## src/rtl/timeslice_arbiter_if.sv

```systemverilog
// Bus between requesters and the time-slice arbiter: request/slice-length
// inputs plus the grant, slice-position and busy outputs.
interface timeslice_arbiter_if #(
   parameter int unsigned N = 3,
   parameter int unsigned M = 4
);
   logic [N-1:0] i_k;
   logic [M-1:0] i_req;
   logic [M-1:0] o_grant;
   logic [N-1:0] o_count;
   logic         o_slice_end;
   logic         o_busy;

   // requester side
   modport master (
      output i_k,
      output i_req,
      input  o_grant,
      input  o_count,
      input  o_slice_end,
      input  o_busy
   );

   // arbiter side
   modport slave (
      input  i_k,
      input  i_req,
      output o_grant,
      output o_count,
      output o_slice_end,
      output o_busy
   );
endinterface

```

## src/rtl/timeslice_arbiter.sv

```systemverilog
// Round-robin arbiter granting one of M requesters for time slices of k cycles,
// with early release when the holder drops its request.
module timeslice_arbiter #(
   parameter int unsigned N = 3,
   parameter int unsigned M = 4
) (
   input  logic                 i_clk,
   input  logic                 i_reset_n,
   timeslice_arbiter_if.slave   bus
);

   localparam int unsigned PW = (M > 1) ? $clog2(M) : 1;

   typedef enum logic {
      S_IDLE  = 1'b0,
      S_GRANT = 1'b1
   } state_t;

   state_t        r_state;
   logic [M-1:0]  r_grant;
   logic [N-1:0]  r_count;
   logic [N-1:0]  r_k_lat;
   logic [PW-1:0] r_ptr;
   logic          r_busy;

   state_t        w_nxt_state;
   logic [M-1:0]  w_nxt_grant;
   logic [N-1:0]  w_nxt_count;
   logic [N-1:0]  w_nxt_k_lat;
   logic [PW-1:0] w_nxt_ptr;
   logic          w_nxt_busy;

   logic          w_any_req;
   logic          w_win_found;
   logic [PW-1:0] w_win_idx;
   logic [PW-1:0] w_cand;
   logic [M-1:0]  w_win_onehot;
   logic [N-1:0]  w_k_eff;
   logic          w_holder_req;
   logic          w_slice_end;

   assign w_any_req    = |bus.i_req;
   assign w_k_eff      = (bus.i_k == '0) ? N'(1) : bus.i_k;
   assign w_win_onehot = M'(1) << w_win_idx;

   // Grant is one-hot, so masking the request vector picks the holder's bit.
   assign w_holder_req = |(bus.i_req & r_grant);
   assign w_slice_end  = r_busy & ((r_count == (r_k_lat - N'(1))) | ~w_holder_req);

   // Round-robin search: pointer+1 .. pointer, first set request wins.
   always_comb begin
      w_win_found = 1'b0;
      w_win_idx   = r_ptr;
      w_cand      = r_ptr;
      for (int unsigned off = 1; off <= M; off++) begin
         w_cand = PW'((32'(r_ptr) + off) % M);
         if (!w_win_found && bus.i_req[w_cand]) begin
            w_win_found = 1'b1;
            w_win_idx   = w_cand;
         end
      end
   end

   // Next-state and next-output logic.
   always_comb begin
      w_nxt_state = r_state;
      w_nxt_grant = r_grant;
      w_nxt_count = r_count;
      w_nxt_k_lat = r_k_lat;
      w_nxt_ptr   = r_ptr;
      w_nxt_busy  = r_busy;

      case (r_state)
         S_IDLE: begin
            if (w_any_req) begin
               w_nxt_state = S_GRANT;
               w_nxt_grant = w_win_onehot;
               w_nxt_count = '0;
               w_nxt_k_lat = w_k_eff;
               w_nxt_ptr   = w_win_idx;
               w_nxt_busy  = 1'b1;
            end
         end
         S_GRANT: begin
            if (w_slice_end) begin
               if (w_any_req) begin
                  // back-to-back handoff, no idle cycle
                  w_nxt_state = S_GRANT;
                  w_nxt_grant = w_win_onehot;
                  w_nxt_count = '0;
                  w_nxt_k_lat = w_k_eff;
                  w_nxt_ptr   = w_win_idx;
                  w_nxt_busy  = 1'b1;
               end else begin
                  w_nxt_state = S_IDLE;
                  w_nxt_grant = '0;
                  w_nxt_count = '0;
                  w_nxt_busy  = 1'b0;
               end
            end else begin
               w_nxt_count = r_count + N'(1);
            end
         end
         default: begin
            w_nxt_state = S_IDLE;
            w_nxt_grant = '0;
            w_nxt_count = '0;
            w_nxt_busy  = 1'b0;
         end
      endcase
   end

   // State and output registers.
   always_ff @(posedge i_clk or negedge i_reset_n) begin
      if (!i_reset_n) begin
         r_state <= S_IDLE;
         r_grant <= '0;
         r_count <= '0;
         r_k_lat <= N'(1);
         r_ptr   <= PW'(M - 1);
         r_busy  <= 1'b0;
      end else begin
         r_state <= w_nxt_state;
         r_grant <= w_nxt_grant;
         r_count <= w_nxt_count;
         r_k_lat <= w_nxt_k_lat;
         r_ptr   <= w_nxt_ptr;
         r_busy  <= w_nxt_busy;
      end
   end

   assign bus.o_grant     = r_grant;
   assign bus.o_count     = r_count;
   assign bus.o_slice_end = w_slice_end;
   assign bus.o_busy      = r_busy;

endmodule

```

## src/flat_wrapper.sv

```systemverilog
// flat-port wrapper written by rule: the top's interface ports become plain ports
module timeslice_arbiter_flat 
#(
   parameter int unsigned N = 3,
   parameter int unsigned M = 4
)
  (i_clk, i_reset_n, bus_i_k, bus_i_req, bus_o_grant, bus_o_count, bus_o_slice_end, bus_o_busy);
  timeslice_arbiter_if #(.N(N), .M(M)) bus_i ();
  input  logic i_clk;
  input  logic i_reset_n;
  input wire logic [$bits(bus_i.i_k)-1:0] bus_i_k;
  input wire logic [$bits(bus_i.i_req)-1:0] bus_i_req;
  output wire logic [$bits(bus_i.o_grant)-1:0] bus_o_grant;
  output wire logic [$bits(bus_i.o_count)-1:0] bus_o_count;
  output wire logic [$bits(bus_i.o_slice_end)-1:0] bus_o_slice_end;
  output wire logic [$bits(bus_i.o_busy)-1:0] bus_o_busy;
  assign bus_i.i_k = bus_i_k;
  assign bus_i.i_req = bus_i_req;
  assign bus_o_grant = bus_i.o_grant;
  assign bus_o_count = bus_i.o_count;
  assign bus_o_slice_end = bus_i.o_slice_end;
  assign bus_o_busy = bus_i.o_busy;
  timeslice_arbiter #(.N(N), .M(M)) u_core (.i_clk(i_clk), .i_reset_n(i_reset_n), .bus(bus_i));
endmodule
```

## config.mk

```make
export PLATFORM = sky130hd
export DESIGN_NAME = timeslice_arbiter_flat
export DESIGN_NICKNAME = d
export VERILOG_FILES = /design/src/rtl/timeslice_arbiter_if.sv /design/src/rtl/timeslice_arbiter.sv /design/src/flat_wrapper.sv
export SDC_FILE = /design/constraint.sdc
export NUM_CORES = 1
export LEC_CHECK = 0
export ABC_AREA = 1
export ABC_CLOCK_PERIOD_IN_PS = 2000
export BUFFER_PORTS_ARGS = -buffer_cell sky130_fd_sc_hd__clkbuf_2
export CORE_AREA = 8 8 56 58
export DETAILED_ROUTE_END_ITERATION = 8
export DIE_AREA = 0 0 64 66
export GPL_TIMING_DRIVEN = 0
export MAX_ROUTING_LAYER = met4
export SYNTH_ARGS = -nofsm -noshare
export SYNTH_HDL_FRONTEND = slang
export SYNTH_SLANG_ARGS = --single-unit
export TNS_END_PERCENT = 1
```

## constraint.sdc

```tcl
create_clock -name i_clk -period 2 [get_ports i_clk]
set_input_delay 0.6 -clock i_clk [delete_from_list [all_inputs] [get_ports i_clk]]
set_output_delay 0.6 -clock i_clk [all_outputs]
set_load 0.01 [all_outputs]
```

Word-level counts from Yosys, hierarchy flattened
Index checks and enable logic that the tools add are counted.

cells by class
  reductions and logical operators = 10
  equality and inequality tests = 3
  muxes and demuxes = 35
  multiply operators = 0
  add/subtract/negate cells = 6
  divide/modulo/power cells = 0
  shifts and indexed selects = 1
  magnitude comparators = 4
  bitwise gates (word level) = 5

operators by type and width
  kind                 number
  $mux 3               5
  $lt 2x3->1 const B   4
  $mux 2               6
  $mux 4               3
  $pmux 3 s2           2
  $mux 1               11
  $bmux 1 s2           4
  $pmux 4 s2           1
  $reduce_or 4->1      2
  $add 2x1->2 const B  2
  $add 2x2->2 const B  2
  $and 4x4->4          1
  $pmux 1 s2           2
  $pmux 2 s2           1
  $shl 1x2->4 const A  1
  $add 3x1->3 const B  1
  $eq 3x3->1           1
  $logic_and 1x1->1    3
  $logic_not 1->1      3
  $logic_not 3->1      1
  $sub 3x1->3 const B  1
  $ne 2x1->1 const B   1
  $ne 2x2->1 const B   1
  $not 1->1            2
  3 further kinds      3

word-level totals
  input port bits = 9
  logic and storage cells = 70
  ROM bits = 0
  register bits after elaboration = 14
  memory bits (writable) = 0
  bits in latches = 0
  memories = 0

Logic depth before layout (Yosys ltp)
  word-level depth = 17
  depth in mapped cells = 14
  mapped depth without buffers = 14

Worst setup path after synthesis
OpenSTA, ideal clock, no wires.

  path type = reg-to-output
  from = register u_core.r_k_lat[0]
  to = output port bus_o_slice_end
  stages on the path, launching flop included = 10
  arrival = 1.314 ns
  slack = 0.086 ns
  data required time = 1.400 ns
  cells stage by stage = dfstp_2 > inv_2 > ha_1 > nand2_1 > nand2_1 > nor2_1 > nand2_1 > nand2_1 > nand2_2 > inv_1

on the way
  longest elaborated chain between the ends = 4

RTL lines
  what                    RTL line                  RTL
  from (decl)             timeslice_arbiter.sv:22   logic [N-1:0] r_k_lat;
  from (signal assigned)  timeslice_arbiter.sv:126  r_k_lat <= w_nxt_k_lat;
  $sub 3x1->3             timeslice_arbiter.sv:48   assign w_slice_end = r_busy & ((r_count == (r_k_lat - N'(1))) | ~w_holder_req);
  $eq 3x3->1              timeslice_arbiter.sv:48
  $or 1x1->1              timeslice_arbiter.sv:48
  $and 1x1->1             timeslice_arbiter.sv:48
  to (decl)               flat_wrapper.sv:15        output wire logic [$bits(bus_i.o_slice_end)-1:0] bus_o_slice_end;

No other way between the ends.

Worst setup path after layout
Same ends and word-level chain as after synthesis.

==> metrics.md <==
| Metric | Value |
|---|---|
| Post-Place Worst Slack | `-0.140 ns` |
| Root buffer selected by CTS | `sky130_fd_sc_hd__clkbuf_4` |
| Summed negative setup slack over all endpoints | `-0.298 ns` |
| FP Rows | `18` |
| Overflow after GRT | `0` |
| Total vias in the final route | `920` |
| Clock slew seen by the registers of the worst setup and hold paths | `0.09 ns` |
| WS Path Type | `reg -> out` |
| Number of distinct library cells after synthesis | `21` |
| Post-place instance area | `1090 um2` |
| Minimum clock period after layout | `2.30 ns` |
| Maximum clock insertion buffer count | `2` |
| Number of buffers inserted for hold repair after clock tree synthesis | `0` |
| Post-synthesis instance area | `966 um2` |
| Maximum resistive drop on vdd | `0.000983 V` |
| Highest clock frequency the design can meet | `435 MHz` |
| Layout Cells excl Fill | `197` |
| Synthesis-to-finish area growth | `24.4%` |
| Unrepaired setup endpoints after global routing | `true` |
| Share of power burned in the clock network | `0.087` |
| Mean routed wirelength per cell | `11.0 um` |
| Power density over the cells | `1940 nW/um2` |
| Floorplan die area | `4220 um2` |
| Clock sink total | `14` |
| Final hold violation count | `0` |
| Share of post-route cells with drive strength above 1 | `0.329` |
| Switching pwr | `1170 uW` |
| Static power due to leakage | `0.000637 uW` |
| Worst Slack Setup Final | `-0.298 ns` |
| Floorplan die height | `66 um` |
| Placed wire-length estimate after detailed placement | `1720 um` |
| Initial core utilization | `0.416` |
| Max Slew Vio Count | `0` |
| Per-instance average area after synthesis | `6.75 um2` |
| Sequential group share of total power | `0.230` |
| Transition time at the pin with the least slew margin | `0.413 ns` |
| Port Buffers | `17` |
| Mean number of vias per cell | `4.67` |
| Clock tree from TritonCTS | `built` |
| Design Area, Final | `1200 um2` |
| CP arrival | `1.70 ns` |
| Number of global-route vias before repair | `891` |
| Flops & latches, synth | `14` |
| DRC | `0` |
| Fin nets | `179` |
| Weighted congestion at the end of routability-driven global placement | `0.858` |
| Final WL | `2160 um` |
| Power share of the combinational group | `0.684` |
| Pin count of the biggest net entering global routing | `15` |
| Sequential element share of the synthesized area | `0.367` |
| Proportion of total power due to net switching | `0.503` |
| Nature of the critical path endpoint | `output pin` |
| Net count after synthesis | `154` |
| Diodes inserted | `0` |
| Initial antenna violation count | `0` |
| Worst rel slew slack | `0.722` |
| H-tree levels | `1` |
| Number of top-level pins | `18` |
| Worst hold path class | `in -> async` |
| Count of endpoints failing setup in the final report | `1` |
| X dimension of the die | `64 um` |
| Kind of start point of the critical path | `register` |
| Global-route wire length before repair | `3730 um` |
| Data required, critical path | `1.40 ns` |
| Number of warnings issued by yosys | `0` |
| Skew-Pair Late Insertion Delay | `0.27 ns` |
| Commonest non-fill, non-tap cell in the layout | `sky130_fd_sc_hd__nand2_1` |
| Share of the clock period used by the worst path | `1.15` |
| Core Region | `2320 um2` |
| ANT nets after route | `0` |
| Most frequent cells in the layout | `sky130_fd_sc_hd__nand2_1 (60), sky130_fd_sc_hd__clkbuf_2 (16), sky130_fd_sc_hd__nand3_1 (12)` |
| First-pass detailed-route iteration total | `4` |
| Worst Clk Skew | `0.00141 ns` |
| Gate count of the mapped netlist | `143` |
| Number of DRC markers after the initial detailed-route iteration | `26` |
| Internal power component | `1160 uW` |
| Global router's overall resource usage | `0.109` |
| Max-cap check violation count | `0` |
| Critical path fanouts, max | `2` |
| Violations in the final reports | `negative setup slack` |
| Number of cells after detailed placement | `190` |
| Number of buffers inserted during clock tree synthesis | `3` |
| Result of the run | `finished with violations` |
state kept, by name, indices dropped and copies added, names as in the netlist:
register            count
u_core.r_state          1
u_core.r_ptr            2
u_core.bus.o_count      3
u_core.bus.o_grant      4
u_core.r_k_lat          3
u_core.bus.o_busy       1
layer usage:
metal,global-route usage,part of all wire
met1,0.124,0.46
met2,0.181,0.49
met3,0.0305,0.041
met4,0.0334,0
met5,-,0
power groups by stage:
| stage | Clock, uW | Sequential (uW) | Combinational, uW |
|---|---|---|---|
| after floorplan | 0 | 555 | 1040 |
| after global placement | 0 | 542 | 1350 |
| after detailed placement | 0 | 546 | 1370 |
| after CTS | 213 | 536 | 1480 |
| after global routing | 224 | 556 | 1810 |
| final | 202 | 536 | 1590 |
timing repair:
item	4_1_cts	5_1_grt
buffers inserted	3	0
endpoints found under the setup margin	1	10
pin swaps	2	2
gates resized for setup	3	9
final timing paths:
| kind | start | endpoint | slack, ns | cells after the start |
|---|---|---|---|---|
| min in group i_clk | u_core.r_k_lat[1]$_DFFE_PN0P_ | u_core.r_k_lat[1]$_DFFE_PN0P_ | 0.50 | 2 |
| worst min-delay path | i_reset_n | u_core.bus.o_grant[1]$_DFFE_PN0P_ | 0.21 | 1 |
| worst max-delay path | u_core.r_k_lat[0]$_DFFE_PN1P_ | bus_o_slice_end | -0.30 | 11 |
| max in group asynchronous | i_reset_n | u_core.r_ptr[0]$_DFFE_PN1P_ | 1.49 | 1 |
| worst max register to register | u_core.r_k_lat[0]$_DFFE_PN1P_ | u_core.bus.o_grant[0]$_DFFE_PN0P_ | 0.10 | 15 |
| worst min register to register | u_core.r_k_lat[1]$_DFFE_PN0P_ | u_core.r_k_lat[1]$_DFFE_PN0P_ | 0.50 | 2 |
cell families (layout without fill, tap and decap cells):
family / count (synthesis) / in the layout / share of synthesized area
xor gates and xnor gates: 1 / 1 / 0.00907
DFF: 14 / 14 / 0.367
AOI/OAI and AO/OA: 13 / 13 / 0.0686
and+or+nand+nor: 95 / 95 / 0.452
buffers and inverters: 18 / 42 / 0.0777
adders and majority gates: 2 / 2 / 0.0259
synthesized netlist by cell type:
| library cell | number | area [um2] |
|---|---|---|
| sky130_fd_sc_hd__nand2_1 | 60 | 225 |
| sky130_fd_sc_hd__inv_1 | 13 | 48.8 |
| sky130_fd_sc_hd__nand2_2 | 12 | 75.1 |
| sky130_fd_sc_hd__nand3_1 | 12 | 60.1 |
| sky130_fd_sc_hd__dfrtp_1 | 11 | 275 |
| sky130_fd_sc_hd__a21oi_1 | 5 | 25.0 |
| sky130_fd_sc_hd__o21ai_0 | 5 | 25.0 |
| sky130_fd_sc_hd__inv_2 | 4 | 15.0 |
| sky130_fd_sc_hd__nor2_1 | 4 | 15.0 |
| sky130_fd_sc_hd__dfstp_2 | 3 | 78.8 |
| sky130_fd_sc_hd__ha_1 | 2 | 25.0 |
| sky130_fd_sc_hd__nor2_2 | 2 | 12.5 |
| sky130_fd_sc_hd__o21ai_1 | 2 | 10.0 |
| sky130_fd_sc_hd__buf_6 | 1 | 11.3 |
| sky130_fd_sc_hd__nand2_4 | 1 | 11.3 |
| sky130_fd_sc_hd__nand3_2 | 1 | 10.0 |
| sky130_fd_sc_hd__nand4_1 | 1 | 6.26 |
| sky130_fd_sc_hd__nor4_2 | 1 | 12.5 |
| sky130_fd_sc_hd__o22ai_1 | 1 | 6.26 |
| sky130_fd_sc_hd__or2_4 | 1 | 8.76 |
| sky130_fd_sc_hd__xnor2_1 | 1 | 8.76 |
area by class of cell:
type                            count  area (um2)
Inverter                           17        63.8
Sequential cell                    14         354
Tap cell                           30        37.5
Multi-Input combinational cell    111         584
Clock buffer                        4        36.3
Fill cell                         236        1120
Timing Repair Buffer               20         114
Buffer                              1        11.3
per-stage QoR:
stage,utilization,hold WS [ns],total power [uW]
global placement,0.469,0.471,1890
detailed placement,0.469,0.484,1920
finish,0.518,0.213,2330
floorplan,-,0.304,1590
CTS,0.500,0.219,2230
global route,0.518,0.226,2580
critical path, cell delays in order (launching register included):
cell	delay [ns]
sky130_fd_sc_hd__dfstp_2	0.54
sky130_fd_sc_hd__inv_2	0.05
sky130_fd_sc_hd__ha_4	0.26
sky130_fd_sc_hd__inv_2	0.03
sky130_fd_sc_hd__nand2_1	0.04
sky130_fd_sc_hd__nand2_1	0.05
sky130_fd_sc_hd__nor2_1	0.11
sky130_fd_sc_hd__nand2_1	0.07
sky130_fd_sc_hd__nand2_1	0.07
sky130_fd_sc_hd__nand2_2	0.06
sky130_fd_sc_hd__inv_2	0.06
sky130_fd_sc_hd__buf_6	0.09
(Power assumes the default switching activity.)
